<file path="config.mk">
export PLATFORM = sky130hd
export DESIGN_NAME = multicycle_control
export DESIGN_NICKNAME = d
export VERILOG_FILES = /design/src/rtl/multicycle_control.sv
export SDC_FILE = /design/constraint.sdc
export NUM_CORES = 1
export LEC_CHECK = 0
export CAP_MARGIN = 20
export CORE_MARGIN = 3
export CORE_UTILIZATION = 35
export CTS_CLUSTER_DIAMETER = 150
export DETAILED_ROUTE_END_ITERATION = 10
export PLACE_DENSITY_LB_ADDON = 0.3
export REMOVE_ABC_BUFFERS = 1
export SKIP_CTS_REPAIR_TIMING = 1
export SLEW_MARGIN = 10
export SYNTH_ARGS = -nofsm -noshare
export SYNTH_HDL_FRONTEND = slang
export SYNTH_SLANG_ARGS = --single-unit
</file>
<file path="constraint.sdc">
create_clock -name CLK -period 2.55 [get_ports CLK]
set_clock_uncertainty 0.15 [all_clocks]
set_input_delay 0.255 -clock CLK [delete_from_list [all_inputs] [get_ports CLK]]
set_output_delay 0.255 -clock CLK [all_outputs]
set_load 0.01 [all_outputs]
</file>
<file path="src/rtl/multicycle_control.sv">
// Multi-cycle MIPS control sequencer: Moore FSM driving datapath controls, with a
// retired-instruction counter and a sticky illegal-opcode flag. Define MC_CTRL_JUMP_EN for j.
module multicycle_control #(
  parameter int unsigned CNT_W = 32
) (
  input  logic             CLK,
  input  logic             RESET,
  input  logic             Run,
  input  logic [5:0]       Opcode,
  input  logic             Zero,
  input  logic             MemReady,
  output logic             PCWrite,
  output logic             PCWriteCond,
  output logic             IorD,
  output logic             MemRead,
  output logic             MemWrite,
  output logic             IRWrite,
  output logic             MemtoReg,
  output logic             ALUSrcA,
  output logic             RegWrite,
  output logic             RegDst,
  output logic [1:0]       PCSource,
  output logic [1:0]       ALUOp,
  output logic [1:0]       ALUSrcB,
  output logic [3:0]       State,
  output logic             IllegalOp,
  output logic [CNT_W-1:0] InstRetired
);

  typedef enum logic [3:0] {
    StIdle      = 4'd0,
    StFetch     = 4'd1,
    StDecode    = 4'd2,
    StMemAddr   = 4'd3,
    StMemRead   = 4'd4,
    StMemWb     = 4'd5,
    StMemWrite  = 4'd6,
    StRExec     = 4'd7,
    StRWb       = 4'd8,
    StBranch    = 4'd9,
    StAddiExec  = 4'd10,
    StAddiWb    = 4'd11,
`ifdef MC_CTRL_JUMP_EN
    StJump      = 4'd12,
`endif
    StTrap      = 4'd15
  } state_e;

  state_e           state_q, state_d;
  logic             illegal_q;
  logic [CNT_W-1:0] retired_q;
  logic             retire;

  // The branch PC update is gated by Zero outside this block.
  logic unused_zero;
  assign unused_zero = Zero;

  always_comb begin
    state_d = state_q;
    retire  = 1'b0;
    case (state_q)
      StIdle:     if (Run) state_d = StFetch;
      StFetch:    if (MemReady) state_d = StDecode;
      StDecode: begin
        case (Opcode)
          6'd0:         state_d = StRExec;
          6'd35, 6'd43: state_d = StMemAddr;
          6'd4:         state_d = StBranch;
          6'd8:         state_d = StAddiExec;
`ifdef MC_CTRL_JUMP_EN
          6'd2:         state_d = StJump;
`endif
          default:      state_d = StTrap;
        endcase
      end
      StMemAddr:  state_d = (Opcode == 6'd35) ? StMemRead : StMemWrite;
      StMemRead:  if (MemReady) state_d = StMemWb;
      StMemWrite: retire = MemReady;
      StRExec:    state_d = StRWb;
      StAddiExec: state_d = StAddiWb;
`ifdef MC_CTRL_JUMP_EN
      StJump:     retire = 1'b1;
`endif
      StMemWb, StRWb, StBranch, StAddiWb: retire = 1'b1;
      StTrap:     state_d = StTrap;
      default:    state_d = StIdle;
    endcase
    if (retire) state_d = Run ? StFetch : StIdle;
  end

  always_ff @(posedge CLK or negedge RESET) begin
    if (!RESET) begin
      state_q   <= StIdle;
      illegal_q <= 1'b0;
      retired_q <= '0;
    end else begin
      state_q <= state_d;
      if (state_d == StTrap) illegal_q <= 1'b1;
      if (retire) retired_q <= retired_q + CNT_W'(1);
    end
  end

  always_comb begin
    PCWrite     = 1'b0;
    PCWriteCond = 1'b0;
    IorD        = 1'b0;
    MemRead     = 1'b0;
    MemWrite    = 1'b0;
    IRWrite     = 1'b0;
    MemtoReg    = 1'b0;
    ALUSrcA     = 1'b0;
    RegWrite    = 1'b0;
    RegDst      = 1'b0;
    PCSource    = 2'b00;
    ALUOp       = 2'b00;
    ALUSrcB     = 2'b00;
    case (state_q)
      StFetch: begin
        MemRead = 1'b1;
        ALUSrcB = 2'b01;
        PCWrite = MemReady;
        IRWrite = MemReady;
      end
      StDecode:   ALUSrcB = 2'b11;
      StMemAddr, StAddiExec: begin
        ALUSrcA = 1'b1;
        ALUSrcB = 2'b10;
      end
      StMemRead: begin
        MemRead = 1'b1;
        IorD    = 1'b1;
      end
      StMemWb: begin
        RegWrite = 1'b1;
        MemtoReg = 1'b1;
      end
      StMemWrite: begin
        MemWrite = 1'b1;
        IorD     = 1'b1;
      end
      StRExec: begin
        ALUSrcA = 1'b1;
        ALUOp   = 2'b10;
      end
      StRWb: begin
        RegWrite = 1'b1;
        RegDst   = 1'b1;
      end
      StBranch: begin
        ALUSrcA     = 1'b1;
        ALUOp       = 2'b01;
        PCWriteCond = 1'b1;
        PCSource    = 2'b01;
      end
      StAddiWb:   RegWrite = 1'b1;
`ifdef MC_CTRL_JUMP_EN
      StJump: begin
        PCWrite  = 1'b1;
        PCSource = 2'b10;
      end
`endif
      default: ;
    endcase
  end

  assign State       = state_q;
  assign IllegalOp   = illegal_q;
  assign InstRetired = retired_q;

endmodule

</file>
==> summary.md <==
| Metric | Value |
|---|---|
| DR iter-0 viols | 99 |
| Buffers & Inverters on Critical Path | 2 |
| CP required | approximately 2100 ps |
| Routed Wire Length | 4730 um |
| Clock slew at the register clock pins of the worst setup and hold paths | 70 ps |
| Die outline width | 83.29 um |
| Maximum fanout along the worst path | 14 |
| Path depth of the worst reg2reg path | 5 |
| Die height | 83.29 um |
| Cell depth of the worst hold path | 1 |
| Net count, final | 281 |
| CTS tree | built |
| Synthesized area per cell | 9.956 um^2 |
| Worst voltage drop across the vdd grid | 0.4620 mV |
| Timing startpoint of the critical path | State[0] |
| Initial antenna violation count | 0 |
| Number of storage elements in the synthesis netlist | 37 |
| Cell type with the highest aggregate area in the netlist | sky130_fd_sc_hd__dfrtp_1 |
| Synth area leaders | sky130_fd_sc_hd__dfrtp_1, sky130_fd_sc_hd__xnor2_1, sky130_fd_sc_hd__nand3_1, sky130_fd_sc_hd__nand4_1, sky130_fd_sc_hd__and3_1 |
| Final hold violation count | 0 |
| Max-slew violation count | 0 |
| Routed Antenna Nets | 0 |
| Cell with the most instances after synthesis | sky130_fd_sc_hd__dfrtp_1 |
| Warnings, synthesis | 0 |
| Vias in the first global route | 1683 |
| Commonest cells in the synthesized netlist | sky130_fd_sc_hd__dfrtp_1, sky130_fd_sc_hd__xnor2_1, sky130_fd_sc_hd__nand2_1 |
| Signed area change from the synthesized netlist to the final layout | 35.19% |
| Area of placed instances | 2728 um^2 |
| Final weighted congestion in routability-driven placement | 0.8296 |
| Hold crit path type | register to register |
| Number of antenna cells inserted | 0 |
| Number of detailed-routing iterations run before antenna repair | 4 |
| Static Leak | 1.165 nW |
| Placement-stage worst setup slack | 270.4 ps |
| Non-Filler Cell Area, Final | 2826 um^2 |
| Cell breakdown of the critical path | buf_4 > nand2_1 > o22ai_1 > clkdlybuf4s50_1 |
| Maximum number of pins on one net before global-route repair | 38 |
| Crit path largest cell delay | 630 ps |
| Worst path setup slack after routing | approximately 140 ps |
| First-pass GRT wire length | 8100 um |
| Hold Path End | InstRetired[31] |
| Most instantiated flip-flop cell in the synthesis netlist | sky130_fd_sc_hd__dfrtp_1 |
| Highest-utilization routing layer at the global route stage | met2 |
| Met3 global-route usage | around 2.9% |
| Max-slew headroom at the worst pin | 46.88% |
| Largest delay share family, worst path | buffers and inverters |
| Flop-to-flop setup slack | 450 ps |
| Arrival time worst endpoint | roughly 2000 ps |
| DRC Markers | 0 |
| Netlist Area Pre-Place | 2091 um^2 |
| Final setup TNS | 0 ps |
| Vias after detailed routing | 1743 |
| Core Area | between 5000 and 6000 um^2 |
| Deepest clock path buffer count | 2 |
| Setup-failing EPs final | 0 |
| Actual transition at the worst max-transition pin | approximately 800 ps |
| Reg-to-Reg Start | State[0] |
| Slowest cell on the critical path | sky130_fd_sc_hd__dfrtp_1 |
| Number of placed I/O pins | 64 |
| Number of max-capacitance violations reported | 0 |
| Max Clk Rate | about 0.41 GHz |
| Hold path startpoint | InstRetired[31] |
| Source-to-sink clock delay at the later pin of the worst-skew pair | roughly 280 ps |
| HPWL after detailed placement | ~3400 um |
| Routed via count divided by cell count | ~5.1 |
| Met1 usage | 18.94% |
| Run status | finished clean |
| Shortest clock period the worst path allows after layout | 2411 ps |
| Unrepaired setup endpoints after global routing | no |
| Critical path endpoint category | primary output |
| Hold_ws | 323.6 ps |
| Overall overflow remaining after global route | 0 |
| Port Buffers | 61 |
| Initial core utilization | 37.06% |
| Number of cells produced by synthesis | 210 |
| Type of element launching the critical path | register |
| Post-route clock period utilization | 94.56% |
| Distinct cell type count after synthesis | 50 |
| Floorplan row count | 27 |
| Overall fraction of global-route tracks in use | 14.01% |
| Post-synth ARST share | 100.0% |
| Cts bufs inserted | 5 |
| Number of clock sinks | 37 |
| H-Tree Depth | 2 |
| Power per cell area | 776.5 nW/um^2 |
| Post-synthesis sequential area ratio | 44.28% |
| Category of the critical setup timing path | register to primary output |
| Proportion of layout cells with a drive suffix above 1 | 8.889% |
| Fraction of synthesized cell area taken by the top area cell type | 44.28% |
| Critical register-to-register path endpoint | IllegalOp |
| Global-route track usage on met2 | between 20% and 30% |
| Die Outline Area | 6937 um^2 |
| Routed wirelength normalized by instance count | 13.83 um |
| Clock tree root driver cell | sky130_fd_sc_hd__clkbuf_8 |
| Number of enable flip-flop cells after synthesis | 0 |
## placed cells by master (no fill, tap or decap), types with 2 or more instances in the layout
master and count:
sky130_fd_sc_hd__a21oi_1 4, sky130_fd_sc_hd__a31oi_1 3, sky130_fd_sc_hd__and3_1 9, sky130_fd_sc_hd__and4_1 6
sky130_fd_sc_hd__buf_4 4, sky130_fd_sc_hd__clkbuf_8 5, sky130_fd_sc_hd__clkdlybuf4s50_1 60, sky130_fd_sc_hd__clkinv_2 2
sky130_fd_sc_hd__dfrtp_1 35, sky130_fd_sc_hd__dfrtp_2 2, sky130_fd_sc_hd__inv_1 3, sky130_fd_sc_hd__nand2_1 14
sky130_fd_sc_hd__nand2b_1 3, sky130_fd_sc_hd__nand3_1 13, sky130_fd_sc_hd__nand4_1 10, sky130_fd_sc_hd__nor2_1 13
sky130_fd_sc_hd__nor2b_1 6, sky130_fd_sc_hd__nor3_1 3, sky130_fd_sc_hd__nor3b_1 2, sky130_fd_sc_hd__o21ai_0 9
sky130_fd_sc_hd__xnor2_1 29, sky130_fd_sc_hd__xor2_1 4
## final cells by class
cell class / instances / area, um^2
clock buffers: 5 / 68.82
flip-flops and latches: 37 / 928.4
inverters: 3 / 11.26
clock inverters: 3 / 17.52
well taps: 72 / 90.09
repair buffers: 66 / 645.6
multi-input cells: 156 / 1065
fillers: 517 / 2815
## worst max path at each step
stage | to | slack [ps] | depth (start not counted)
3_3_place_gp | IllegalOp | 310 | 5
2_1_floorplan | InstRetired[26] | 330 | 5
4_1_cts | RegWrite | 70 | 4
3_5_place_dp | IllegalOp | 270 | 5
6_report | RegWrite | 140 | 4
5_1_grt | ALUSrcA | 2 | 5
## registers in the layout (all words and copies together), names as in the netlist
register,cells
InstRetired,32
State,4
IllegalOp,1
## worst reg2reg max path: stages, from the launching register on
cell and delay [ps]:
sky130_fd_sc_hd__dfrtp_1 550, sky130_fd_sc_hd__or4b_1 640, sky130_fd_sc_hd__a31oi_1 260, sky130_fd_sc_hd__a31oi_1 90, sky130_fd_sc_hd__a21bo_2 200, sky130_fd_sc_hd__a41o_1 160
## cells by family after synthesis
| kind of cell | share of synthesized area (%) |
|---|---|
| simple gates | 24.30 |
| flops | 44.28 |
| xor+xnor | 13.82 |
| compound gates | 11.49 |
| buf+inv | 4.787 |
| fa+ha+maj | 0.5983 |
| other cells | 0.1794 |
| mux | 0.5386 |
## routing by layer
layer  up-vias  part of all wire [%]
li1        857                     -
met1       839                    48
met2        42                    47
met3         5                   4.0
met4         0                   1.1
met5         -                     0
## power by group
part	total, W	switching (W)	internal, W
Combinational	0.000979	0.000458	0.000521
Clock	0.000395	0.000207	0.000188
Sequential	0.000820	0.000155	0.000665
Total	0.00219	0.000821	0.00137
## stage by stage
step	utilization (%)	cells	total power (W)
CTS	49.88	341	0.002220
finish	50.10	342	0.002195
detailed placement	48.35	333	0.001815
global placement	48.35	333	0.001807
global route	50.10	342	0.002360
floorplan	-	196	0.001345
No activity file was read; power rests on OpenSTA's default activity.
==> RTL change, RTL diff (same flow settings) <==
Set the parameter `CNT_W` to 64 (it was 32).
--- a/src/rtl/multicycle_control.sv
+++ b/src/rtl/multicycle_control.sv
@@ -3,3 +3,3 @@
 module multicycle_control #(
-  parameter int unsigned CNT_W = 32
+  parameter int unsigned CNT_W = 64
 ) (
Ports: changed (resized InstRetired); port bits go from 64 to 96. No check against the original RTL was run, so the function may have changed too.
==> RTL change against the unedited design <==
- count of clock-buffer cells in the layout grew 4
- sequential power grew 57%
- setup slack is essentially flat
- power grew 58%
- sequential cell count grew 32
- synthesized cell count grew 84%
- combinational power grew 22%
- routed wire length grew 100%
- die area grew 73%
- register-to-register slack lost 0.21 ns
- design area grew 81%
- area after synthesis grew 79%
- global-route usage grew 3.1 points
- first-iteration DRC count grew 79%
- critical path type unchanged
- largest power group is now sequential cells
==> RTL change: results (changes against the unedited design) <==
- The run finished with clean final reports.
- The minimum setup slack among reg-to-reg paths is 0.24 ns (-0.21 ns).
- The final weighted congestion in routability-driven placement came to 0.820 (-1.2%).
- The portion of netlist area occupied by mux cells is 0.567% (+0.028 points).
- The depth of the CTS H-tree is 3 (+1).
- The number of buffers inserted during clock tree synthesis is 9 (+4).
- In the post-synthesis netlist, the biggest area contributors are sky130_fd_sc_hd__dfrtp_1, sky130_fd_sc_hd__xor2_1, sky130_fd_sc_hd__xnor2_1.
- The critical-path maximum fanout is 12 (-2).
- The worst supply voltage drop on vdd is 0.000367 V (-20%).
- The xor and xnor fraction of the mapped netlist area is 15.2% (+1.4 points).
- The sequential share of the synthesized area is 46.0% (+1.7 points).
- The final wirelength is 9.69 mm (+100%).
- The complex-gate fraction of the synthesized area is 7.37% (-4.1 points).
- The data arrival time of the worst path is 2.01 ns (about the same).
- Clock-pin slew was measured on the worst setup and hold paths at about 0.08 ns.
- The pin count of the biggest net entering global routing is 29 (-24%).
- The adder-cell share of the synthesized area is 0.334% (-0.26 points).
- The number of flip-flops in the largest register is 64 (+100%).
- The count of yosys warnings during synthesis is 0 (unchanged).
- The standby leakage power is 2.28 nW (+95%).
- The number of inserted filler cells in the final layout is 991 (+92%).
- The cell count after placement was 616 (+85%).
- The via count is 3217 (+85%).
- The count of cell types in the netlist is 54 (+8.0%).
- The mean instance size in the synthesized netlist came to 9.69 µm² (-2.6%).
- The violation count after the first detailed-route iteration is 177 (+79%).
- The detail-routed net length per standard cell was 15.3 µm (+11%).
- The relative slew slack came to 64.6% (+18 points).
- The met3 layer wire length in the routed design came to 785 µm (+310%).
- The placed wire-length estimate is 7.14 mm (+110%).
- The detailed-routed wire length on met2 is 4.23 mm (+90%).
- The path class of the lowest-slack min-delay path is in -> async.
RTL change: cell count changes after synthesis, moves of 8 or more:
| cell | unedited run | this run |
|---|---|---|
| sky130_fd_sc_hd__xor2_1 | 4 | 39 |
| sky130_fd_sc_hd__nand4_1 | 10 | 18 |
| sky130_fd_sc_hd__nor4_1 | 1 | 9 |
| sky130_fd_sc_hd__nand3_1 | 13 | 22 |
| sky130_fd_sc_hd__inv_1 | 3 | 14 |
| sky130_fd_sc_hd__nor3_1 | 3 | 20 |
| sky130_fd_sc_hd__nor2_1 | 13 | 36 |
| sky130_fd_sc_hd__nand2_1 | 14 | 34 |
| sky130_fd_sc_hd__dfrtp_1 | 37 | 69 |
RTL change: cells by family (layout without fill, tap and decap cells):
| family | Yosys count | after routing |
|---|---|---|
| AO/OA/AOI/OAI | 37 | 37 |
| XOR/XNOR | 65 | 65 |
| adder cells (fa/ha/maj) | 1 | 1 |
| buffers and inverters | 31 | 140 |
| flip-flops | 69 | 69 |
| multiplexers | 2 | 2 |
| other | 1 | 1 |
| AND/OR/NAND/NOR | 181 | 181 |
RTL change: cell type report:
type                            instances  area [µm²]  share of cell area [%]
Multi-Input combinational cell        287        1880                    36.8
Sequential cell                        69        1730                    33.8
Timing Repair Buffer                  111        1070                    20.9
Tap cell                              136         170                    3.33
Clock buffer                            9         124                    2.42
Clock inverter                          6        87.6                    1.71
Inverter                               14        52.6                    1.03
RTL change: final timing paths:
| kind | start | end | depth (start not counted) |
|---|---|---|---|
| max reg2reg | State[0] | InstRetired[12] | 6 |
| max | State[3] | PCWrite | 5 |
| min in group CLK | IllegalOp | IllegalOp | 1 |
| min | RESET | InstRetired[14] | 2 |
| min reg2reg | IllegalOp | IllegalOp | 1 |
| max in group asynchronous | RESET | State[1] | 3 |
RTL change: critical path, cell delays in order, from the launching register on:
cell                              delay [ns]
sky130_fd_sc_hd__dfrtp_1                0.46
sky130_fd_sc_hd__buf_4                  0.22
sky130_fd_sc_hd__nor2_2                 0.20
sky130_fd_sc_hd__nand2_1                0.10
sky130_fd_sc_hd__nor2_1                 0.13
sky130_fd_sc_hd__clkdlybuf4s50_1        0.56
RTL change: layer usage:
metal / global-route usage (%) / vias to the layer above
met5: 0 / -
met4: 5.88 / 0
met3: 5.93 / 12
met2: 25.3 / 113
met1: 23.4 / 1531
li1: - / 1561
RTL change: power breakdown:
group          leakage [nW]  switching [mW]  internal [mW]
sequential            0.899           0.119           1.17
combinational          1.27           0.623          0.568
clock                 0.109           0.441          0.547
total                  2.28            1.18           2.29
RTL change: stage by stage:
step           hold slack (ns)  setup slack (ns)
6_report                 0.264             0.139
5_1_grt                  0.289           0.00351
4_1_cts                 -0.269           0.00975
3_5_place_dp             0.111             0.123
3_3_place_gp             0.108             0.108
2_1_floorplan           -0.191             0.123
